## config.mk

```make
export PLATFORM = sky130hd
export DESIGN_NAME = ps2_rx_deser
export DESIGN_NICKNAME = d
export VERILOG_FILES = /design/src/rtl/ps2_rx_deser.sv
export SDC_FILE = /design/constraint.sdc
export NUM_CORES = 1
export LEC_CHECK = 0
export BUFFER_PORTS_ARGS = -buffer_cell sky130_fd_sc_hd__buf_2
export CAP_MARGIN = 5
export CORE_MARGIN = 2
export CORE_UTILIZATION = 60
export DETAILED_ROUTE_END_ITERATION = 10
export GPL_ROUTABILITY_DRIVEN = 0
export PLACE_DENSITY = 0.84
export SYNTH_ARGS = -nofsm -noshare
export SYNTH_HDL_FRONTEND = slang
export SYNTH_SLANG_ARGS = --single-unit
```

## constraint.sdc

```tcl
create_clock -name clk_bus -period 2.5 [get_ports clk_bus]
set_clock_uncertainty 0.1 [all_clocks]
set_input_delay 0.375 -clock clk_bus [delete_from_list [all_inputs] [get_ports clk_bus]]
set_output_delay 0.375 -clock clk_bus [all_outputs]
set_load 0.03 [all_outputs]
```

## src/rtl/ps2_rx_deser.sv

```systemverilog
// ps2_rx_deser: PS/2 device-to-host receiver.
// Synchronises and deglitches PS2_CLK/PS2_DAT, deserialises 11-bit frames
// (start, 8 data LSB-first, odd parity, stop) and delivers good bytes.
// Bad frames (parity, stop, timeout) are dropped and flagged on rx_err.
// Optional macro PS2_RX_FIFO_EN adds a FIFO_DEPTH-entry first-word-fall-through
// FIFO with keyb_ready backpressure and overflow reporting; FIFO_DEPTH >= 2.
module ps2_rx_deser #(
  parameter int unsigned FILTER_LEN  = 8,
  parameter int unsigned TIMEOUT_CYC = 50000,
  parameter int unsigned FIFO_DEPTH  = 4
) (
  input  logic       clk_bus,
  input  logic       nreset,
  input  logic       PS2_CLK,
  input  logic       PS2_DAT,
  input  logic       keyb_ready,
  output logic [7:0] keyb_data,
  output logic       keyb_valid,
  output logic       rx_err
);

  typedef enum logic [1:0] {ST_IDLE, ST_DATA, ST_PARITY, ST_STOP} state_t;

  localparam logic [7:0]  FILT_MAX = 8'(FILTER_LEN - 1);
  localparam logic [19:0] TO_MAX   = 20'(TIMEOUT_CYC - 1);

  // Line index 0 is the PS/2 clock, index 1 is the PS/2 data.
  logic [1:0] r_sync1;
  logic [1:0] r_sync2;
  logic [1:0] r_filt;
  logic [7:0] r_fcnt [2];
  logic       r_clk_fd;

  state_t      r_state;
  state_t      w_state_nx;
  logic [2:0]  r_bitcnt;
  logic [7:0]  r_sr;
  logic        r_par;
  logic [19:0] r_to_cnt;

  logic w_fall;
  logic w_dat;
  logic w_good;
  logic w_bad;

  // Two-FF synchroniser for both raw lines; idle-high reset value.
  // NOTE: sequential state uses non-blocking assignments so every flop samples pre-edge values.
  always_ff @(posedge clk_bus or negedge nreset) begin
    if (!nreset) begin
      r_sync1 <= 2'b11;
      r_sync2 <= 2'b11;
    end else begin
      r_sync1 <= {PS2_DAT, PS2_CLK};
      r_sync2 <= r_sync1;
    end
  end

  // Deglitch filter: the filtered line follows only after FILTER_LEN differing samples.
  always_ff @(posedge clk_bus or negedge nreset) begin
    if (!nreset) begin
      r_filt <= 2'b11;
      for (int i = 0; i < 2; i++) r_fcnt[i] <= 8'd0;
    end else begin
      for (int i = 0; i < 2; i++) begin
        if (r_sync2[i] == r_filt[i]) begin
          r_fcnt[i] <= 8'd0;
        end else if (r_fcnt[i] == FILT_MAX) begin
          r_filt[i] <= r_sync2[i];
          r_fcnt[i] <= 8'd0;
        end else begin
          r_fcnt[i] <= r_fcnt[i] + 8'd1;
        end
      end
    end
  end

  // Previous filtered clock, for one-cycle falling-edge detection.
  always_ff @(posedge clk_bus or negedge nreset) begin
    if (!nreset) r_clk_fd <= 1'b1;
    else         r_clk_fd <= r_filt[0];
  end

  assign w_fall = r_clk_fd & ~r_filt[0];
  assign w_dat  = r_filt[1];

  // Frame FSM next state plus good/bad frame decisions; a fall beats a timeout.
  // NOTE: every combinational output gets a default first so no latch is inferred.
  always_comb begin
    w_state_nx = r_state;
    w_good     = 1'b0;
    w_bad      = 1'b0;
    if (w_fall) begin
      case (r_state)
        ST_IDLE:   if (!w_dat) w_state_nx = ST_DATA;
        ST_DATA:   if (r_bitcnt == 3'd7) w_state_nx = ST_PARITY;
        ST_PARITY: w_state_nx = ST_STOP;
        ST_STOP: begin
          w_state_nx = ST_IDLE;
          if (w_dat && (^{r_sr, r_par})) w_good = 1'b1;
          else                           w_bad  = 1'b1;
        end
        default:   w_state_nx = ST_IDLE;
      endcase
    end else if ((r_state != ST_IDLE) && (r_to_cnt == TO_MAX)) begin
      w_state_nx = ST_IDLE;
      w_bad      = 1'b1;
    end
  end

  // FSM state register.
  always_ff @(posedge clk_bus or negedge nreset) begin
    if (!nreset) r_state <= ST_IDLE;
    else         r_state <= w_state_nx;
  end

  // Frame datapath: bit counter, shift register, parity bit and timeout counter.
  always_ff @(posedge clk_bus or negedge nreset) begin
    if (!nreset) begin
      r_bitcnt <= 3'd0;
      r_sr     <= 8'd0;
      r_par    <= 1'b0;
      r_to_cnt <= 20'd0;
    end else begin
      if ((r_state == ST_IDLE) || w_fall) r_to_cnt <= 20'd0;
      else                                r_to_cnt <= r_to_cnt + 20'd1;
      if (w_fall) begin
        case (r_state)
          ST_IDLE:   r_bitcnt <= 3'd0;
          ST_DATA: begin
            r_sr     <= {w_dat, r_sr[7:1]};
            r_bitcnt <= r_bitcnt + 3'd1;
          end
          ST_PARITY: r_par <= w_dat;
          default:   ;
        endcase
      end
    end
  end

`ifdef PS2_RX_FIFO_EN
  localparam int unsigned PTR_W = (FIFO_DEPTH > 1) ? $clog2(FIFO_DEPTH) : 1;
  localparam logic [PTR_W:0] CNT_FULL = (PTR_W + 1)'(FIFO_DEPTH);

  logic [7:0]     r_mem [FIFO_DEPTH];
  logic [PTR_W-1:0] r_wr;
  logic [PTR_W-1:0] r_rd;
  logic [PTR_W:0]   r_count;
  logic             r_err;
  logic             w_pop;
  logic             w_push;

  assign w_pop  = keyb_valid & keyb_ready;
  // A pop in the same cycle frees the slot, so a full FIFO still accepts the push.
  assign w_push = w_good & ((r_count != CNT_FULL) | w_pop);

  // Pointer and occupancy bookkeeping plus error pulse (frame error or overflow).
  always_ff @(posedge clk_bus or negedge nreset) begin
    if (!nreset) begin
      r_wr    <= '0;
      r_rd    <= '0;
      r_count <= '0;
      r_err   <= 1'b0;
    end else begin
      if (w_push) r_wr <= r_wr + 1'b1;
      if (w_pop)  r_rd <= r_rd + 1'b1;
      r_count <= r_count + {{PTR_W{1'b0}}, w_push} - {{PTR_W{1'b0}}, w_pop};
      r_err   <= w_bad | (w_good & ~w_push);
    end
  end

  // FIFO storage write port.
  // NOTE: the storage array has no reset; entries are only read while r_count says they are valid.
  always_ff @(posedge clk_bus) begin
    if (w_push) r_mem[r_wr] <= r_sr;
  end

  assign keyb_valid = (r_count != '0);
  assign keyb_data  = keyb_valid ? r_mem[r_rd] : 8'h00;
  assign rx_err     = r_err;
`else
  logic [7:0] r_data;
  logic       r_valid;
  logic       r_err;
  logic       w_unused_cfg;

  // Without the FIFO there is no backpressure; keyb_ready and FIFO_DEPTH have no role.
  assign w_unused_cfg = keyb_ready ^ (FIFO_DEPTH == 0);

  // Registered delivery: one-cycle valid pulse, data held until the next good byte.
  always_ff @(posedge clk_bus or negedge nreset) begin
    if (!nreset) begin
      r_data  <= 8'd0;
      r_valid <= 1'b0;
      r_err   <= 1'b0;
    end else begin
      r_valid <= w_good;
      r_err   <= w_bad;
      if (w_good) r_data <= r_sr;
    end
  end

  assign keyb_data  = r_data;
  assign keyb_valid = r_valid;
  assign rx_err     = r_err;
`endif

endmodule
```

======== Yosys cells after proc, flatten, opt, wreduce, memory -nomap -nowiden ========
Index checks and enable logic that the tools add are counted.
operators by class
  equality and inequality tests ........... 11
  add/sub/neg operators ................... 4
  bitwise operators ....................... 4
  reductions and logical operators ........ 14
  muxes and demuxes ....................... 18
operators by type and width
  operator                 number
  $mux W8                  4
  $add A20 B1 Y20 const B  1
  $eq A20 B16 Y1 const B   1
  $mux W20                 1
  $add A8 B1 Y8 const B    2
  $eq A8 B3 Y1 const B     2
  $reduce_and A2 Y1        5
  $reduce_xor A9 Y1        1
  $mux W2                  4
  $pmux W2 S4              1
  $mux W1                  7
  $ne A3 B3 Y1 const B     2
  $pmux W3 S2              1
  $reduce_bool A2 Y1       3
  $eq A2 B2 Y1 const B     2
  $add A3 B1 Y3 const B    1
  $eq A3 B3 Y1 const B     1
  $not A1 Y1               3
  $reduce_and A3 Y1        1
  $eq A1 B1 Y1             2
  $eq A2 B1 Y1 const B     1
  $logic_and A1 B1 Y1      2
  $logic_not A2 Y1         1
  $and A1 B1 Y1            1
  $logic_or A1 B1 Y1       1
storage, ports and cells
  register bits ........................... 67
  logic and storage cells ................. 66
  output and inout port bits .............. 10

======== Logic depth before layout (Yosys ltp) ========
  depth after elaboration ................. 5
  gate-level depth with buffers ........... 6
  gate-level depth less buffers ........... 6

======== Worst setup path before layout ========
No wires, ideal clock.
  path type ............................... reg2reg
  start point ............................. reg r_to_cnt[0]
  end point ............................... reg r_to_cnt[18]
  data required time ...................... 2322 ps
  stages on the path, launching flop included .. 6
  buffers on the path ..................... 0
  setup slack ............................. 565 ps
  setup time .............................. 78 ps
  arrival ................................. 1757 ps
  cells stage by stage .................... dfrtp_1 ha_1 nand4_1 or4_1 or3_1 a21oi_1
on the way
  word-level cells in the longest chain between the ends .. 2
RTL lines
  what                    line  text
  start, declared         39    logic [19:0] r_to_cnt;
  start signal, assigned  125   else r_to_cnt <= r_to_cnt + 20'd1;
  $add A20 B1 Y20         125
  $mux W20                124   if ((r_state == ST_IDLE) || w_fall) r_to_cnt <= 20'd0;
Every way passes these cells.
A chain may end at the register's enable or synchronous reset.

======== Final worst setup path ========
  start point ............................. reg r_to_cnt[12]
  end point ............................... reg r_err (netlist: rx_err)
on the way
  word-level cells in the longest chain between the ends .. 4
RTL lines
  what                  line  text
  $eq A20 B16 Y1        104   end else if ((r_state != ST_IDLE) && (r_to_cnt == TO_MAX)) begin
  $logic_and A1 B1 Y1   104
  $mux W1               104
  $mux W1               92    if (w_fall) begin
  via w_bad             44    logic w_bad;
  end signal, assigned  197   r_err <= w_bad;
  end, declared         183   logic r_err;
The timed path passes the listed nets, and every way through them passes these cells.

==> flow_summary.toml <==
[outcome]
status = "complete, no violations"

[cells_and_area]
insertedDiodeCount = 0
utilization_pct = 68.3
syn_to_final_growth_pct = 10.9
drive_gt1_share_pct = 20.7
fillerInstances = 360
layout.nets = 315

[cts]
cts_buffers = 9
cts_buffer_depth = 2
cts_num_sinks = 67
clk_latency_ps = 330
clk_pin_slew_ps = 60
h-tree-depth = 3
clockRootBuffer = "clkbuf_8"
cts_tree = "built"
cts_resized = 0

[timing]
fin_tns_setup_ps = 0
hold_violations = 0
final-max-slew-violation-count = 0
period_needed_ps = 2160
rsz0062_at_grt = "no"
fin_crit_sh_pct = 86.4
setup_viol_count_final = 0
max_freq_ghz = 0.463
tightest_slew_ps = 574
max_slew_margin_pct = 61.4

[route]
drc = 0
wire_per_inst_um = 13.8
routed_wl_mm = 5.16
dr.pass1.iters = 4
ant_nets = 0
drtIter0Drc = 134
vias_per_cell = 5.59
vias = 2095

[synthesis]
synth-xor-area-share_pct = 10.0
synth_seq_area_share_pct = 54.2
synth_top_family_by_area = "simple AND/OR/NAND/NOR gates"
synth-simple-area-share_pct = 17.6
ys.flop_type = "dfrtp_1"
ys_types = 36
syn_nets = 290
synthCells = 275
synth_seq_cells = 67
syn_area_per_cell_um2 = 11.3
synth_compound_area_share_pct = 4.39
yosysWarnings = 0
synthMuxAreaShare_pct = 7.97
synthAdderAreaFrac_pct = 4.03
syn_area_um2 = 3110
synth_edf_count = 0
synth-async-reset-ratio_pct = 100

[critical_path]
cpLargestDelayFamily = "simple AND/OR/NAND/NOR gates"
setup.worst_path.start = "r_to_cnt[12]"
required_ps = 2640
slowest_stage = "or4b_2"
ff2ff_path_depth = 4
worstSetupStartpointType = "register"
cp.arrival_ps = 2290
slowest_delay_ps = 680
crit_buf_inv = 0
r2r-end = "rx_err"
critPathCapture = "rx_err"
critPathMaxFanout = 6
crit_cells = 4
cp_cell_sequence = "or4b_2, nor3_1, a32oi_1, a31oi_1"
endpoint_kind = "register"
r2r_start = "r_to_cnt[12]"
crit_type = "register to register"
r2r_slack_ps = 340

[placed_design]
dp_hpwl_mm = 3.64
portBuffers = 13

[global_routing]
grt.total_usage_pct = 20.4
grt_pass1_vias = 2119
antenna_found_initial = 0
overflow = 0
grt_max_degree = 36
grt_pass1_wl_mm = 9.50

[power]
finalPower_w = 0.00257
p_per_area_nw_per_um2 = 747
vdd_drop_max_mv = 0.515
p_leak_nw = 1.59

[floorplanning]
die_w_um = 76.0
die-area_um2 = 5770
die_y_um = 76.0
initial_core_util_pct = 61.6
core_area_um2 = 5040
io_pins = 15
rows = 26

[min_path]
hp-class = "input pin to register"

[job]
max-cap-violations = 0
==> power by group <==
part / switching (W) / internal [W]
clock: 0.000356 / 0.000390
sequential: 0.000119 / 0.00121
combinational: 0.000300 / 0.000197
==> timing repair <==
item / in CTS / in global routing
endpoints found under the hold margin: 46 / 0
buffers inserted: 0 / 0
hold buffers: 1 / 0
==> cell usage after synthesis (all sizes together), types with 2 or more instances <==
cell type,count,area (um2)
a32o,2,20.0
clkbuf,4,15.0
nor2,35,131
inv,11,41.3
xor2,10,87.6
or2,2,12.5
a21oi,6,30.0
nor3,7,35.0
dfstp,7,184
nor4,5,31.3
o21ai,6,30.0
or3,4,25.0
and3,5,31.3
xnor2,20,175
nand2,16,60.1
nand4b,2,17.5
nand3,14,70.1
dfrtp,60,1500
or4,4,30.0
mux2,20,225
o211ai,2,15.0
a31o,2,17.5
nand4,9,56.3
ha,10,125
==> cells in the final DEF (no fill, tap or decap), types with 6 or more instances in the layout <==
| cell type | n |
|---|---|
| o21ai_0 | 6 |
| mux2_2 | 20 |
| dfstp_2 | 7 |
| nor3_1 | 7 |
| clkbuf_1 | 6 |
| inv_1 | 11 |
| nand3_1 | 14 |
| xor2_1 | 10 |
| xnor2_1 | 20 |
| dfrtp_1 | 60 |
| nand4_1 | 9 |
| buf_2 | 13 |
| ha_1 | 10 |
| nand2_1 | 16 |
| a21oi_1 | 6 |
| clkbuf_8 | 10 |
| nor2_1 | 35 |
==> layer usage <==
layer	vias up	global-route usage, %	wire length [um]
li1	1012	-	-
met1	1037	26.8	2310
met2	35	33.2	2610
met3	11	3.67	144
met4	0	9.64	106
met5	-	0	0
==> state kept, by name, summed over array words and instances (netlist names), 2 cells and up <==
signal,flops
r_to_cnt,20
r_fcnt,16
keyb_data,8
r_sr,8
r_bitcnt,3
r_filt,2
r_state,2
r_sync1,2
r_sync2,2
==> worst min-delay path by stage <==
stage	slack (ps)	cells past startpoint	end	start
3_3_place_gp	250	0	r_sync2[0]	r_sync1[0]
3_5_place_dp	250	0	r_sync2[1]	r_sync1[1]
5_1_grt	30	1	r_sync1[1]	PS2_DAT
4_1_cts	30	1	r_sync1[1]	PS2_DAT
2_1_floorplan	-20	0	keyb_data[0]	nreset
6_report	40	1	r_sync1[1]	PS2_DAT
==> cells by family after synthesis <==
group                      after synthesis
adders and majority gates               10
xor gates and xnor gates                32
and+or+nand+nor                        109
buffers and inverters                   15
DFF                                     67
AOI/OAI and AO/OA                       21
muxes                                   21
==> layout make-up <==
class / count / area, um2 / share of cell area, %
multi-input cells: 193 / 1370 / 39.7
inverters: 11 / 41.3 / 1.20
well taps: 70 / 87.6 / 2.54
flip-flops and latches: 67 / 1690 / 48.9
repair buffers: 18 / 105 / 3.05
clock buffers: 16 / 160 / 4.65
==> stage by stage <==
stage	std cells	cell area [um2]	setup slack, ps	hold WS, ps
after CTS	375	3450	364	26.7
final	375	3450	341	42.2
after floorplan	275	3110	565	-20.6
after global routing	375	3450	198	25.1
after detailed placement	358	3280	438	247
after global placement	358	3280	489	246
No activity file was read; power rests on OpenSTA's default activity.
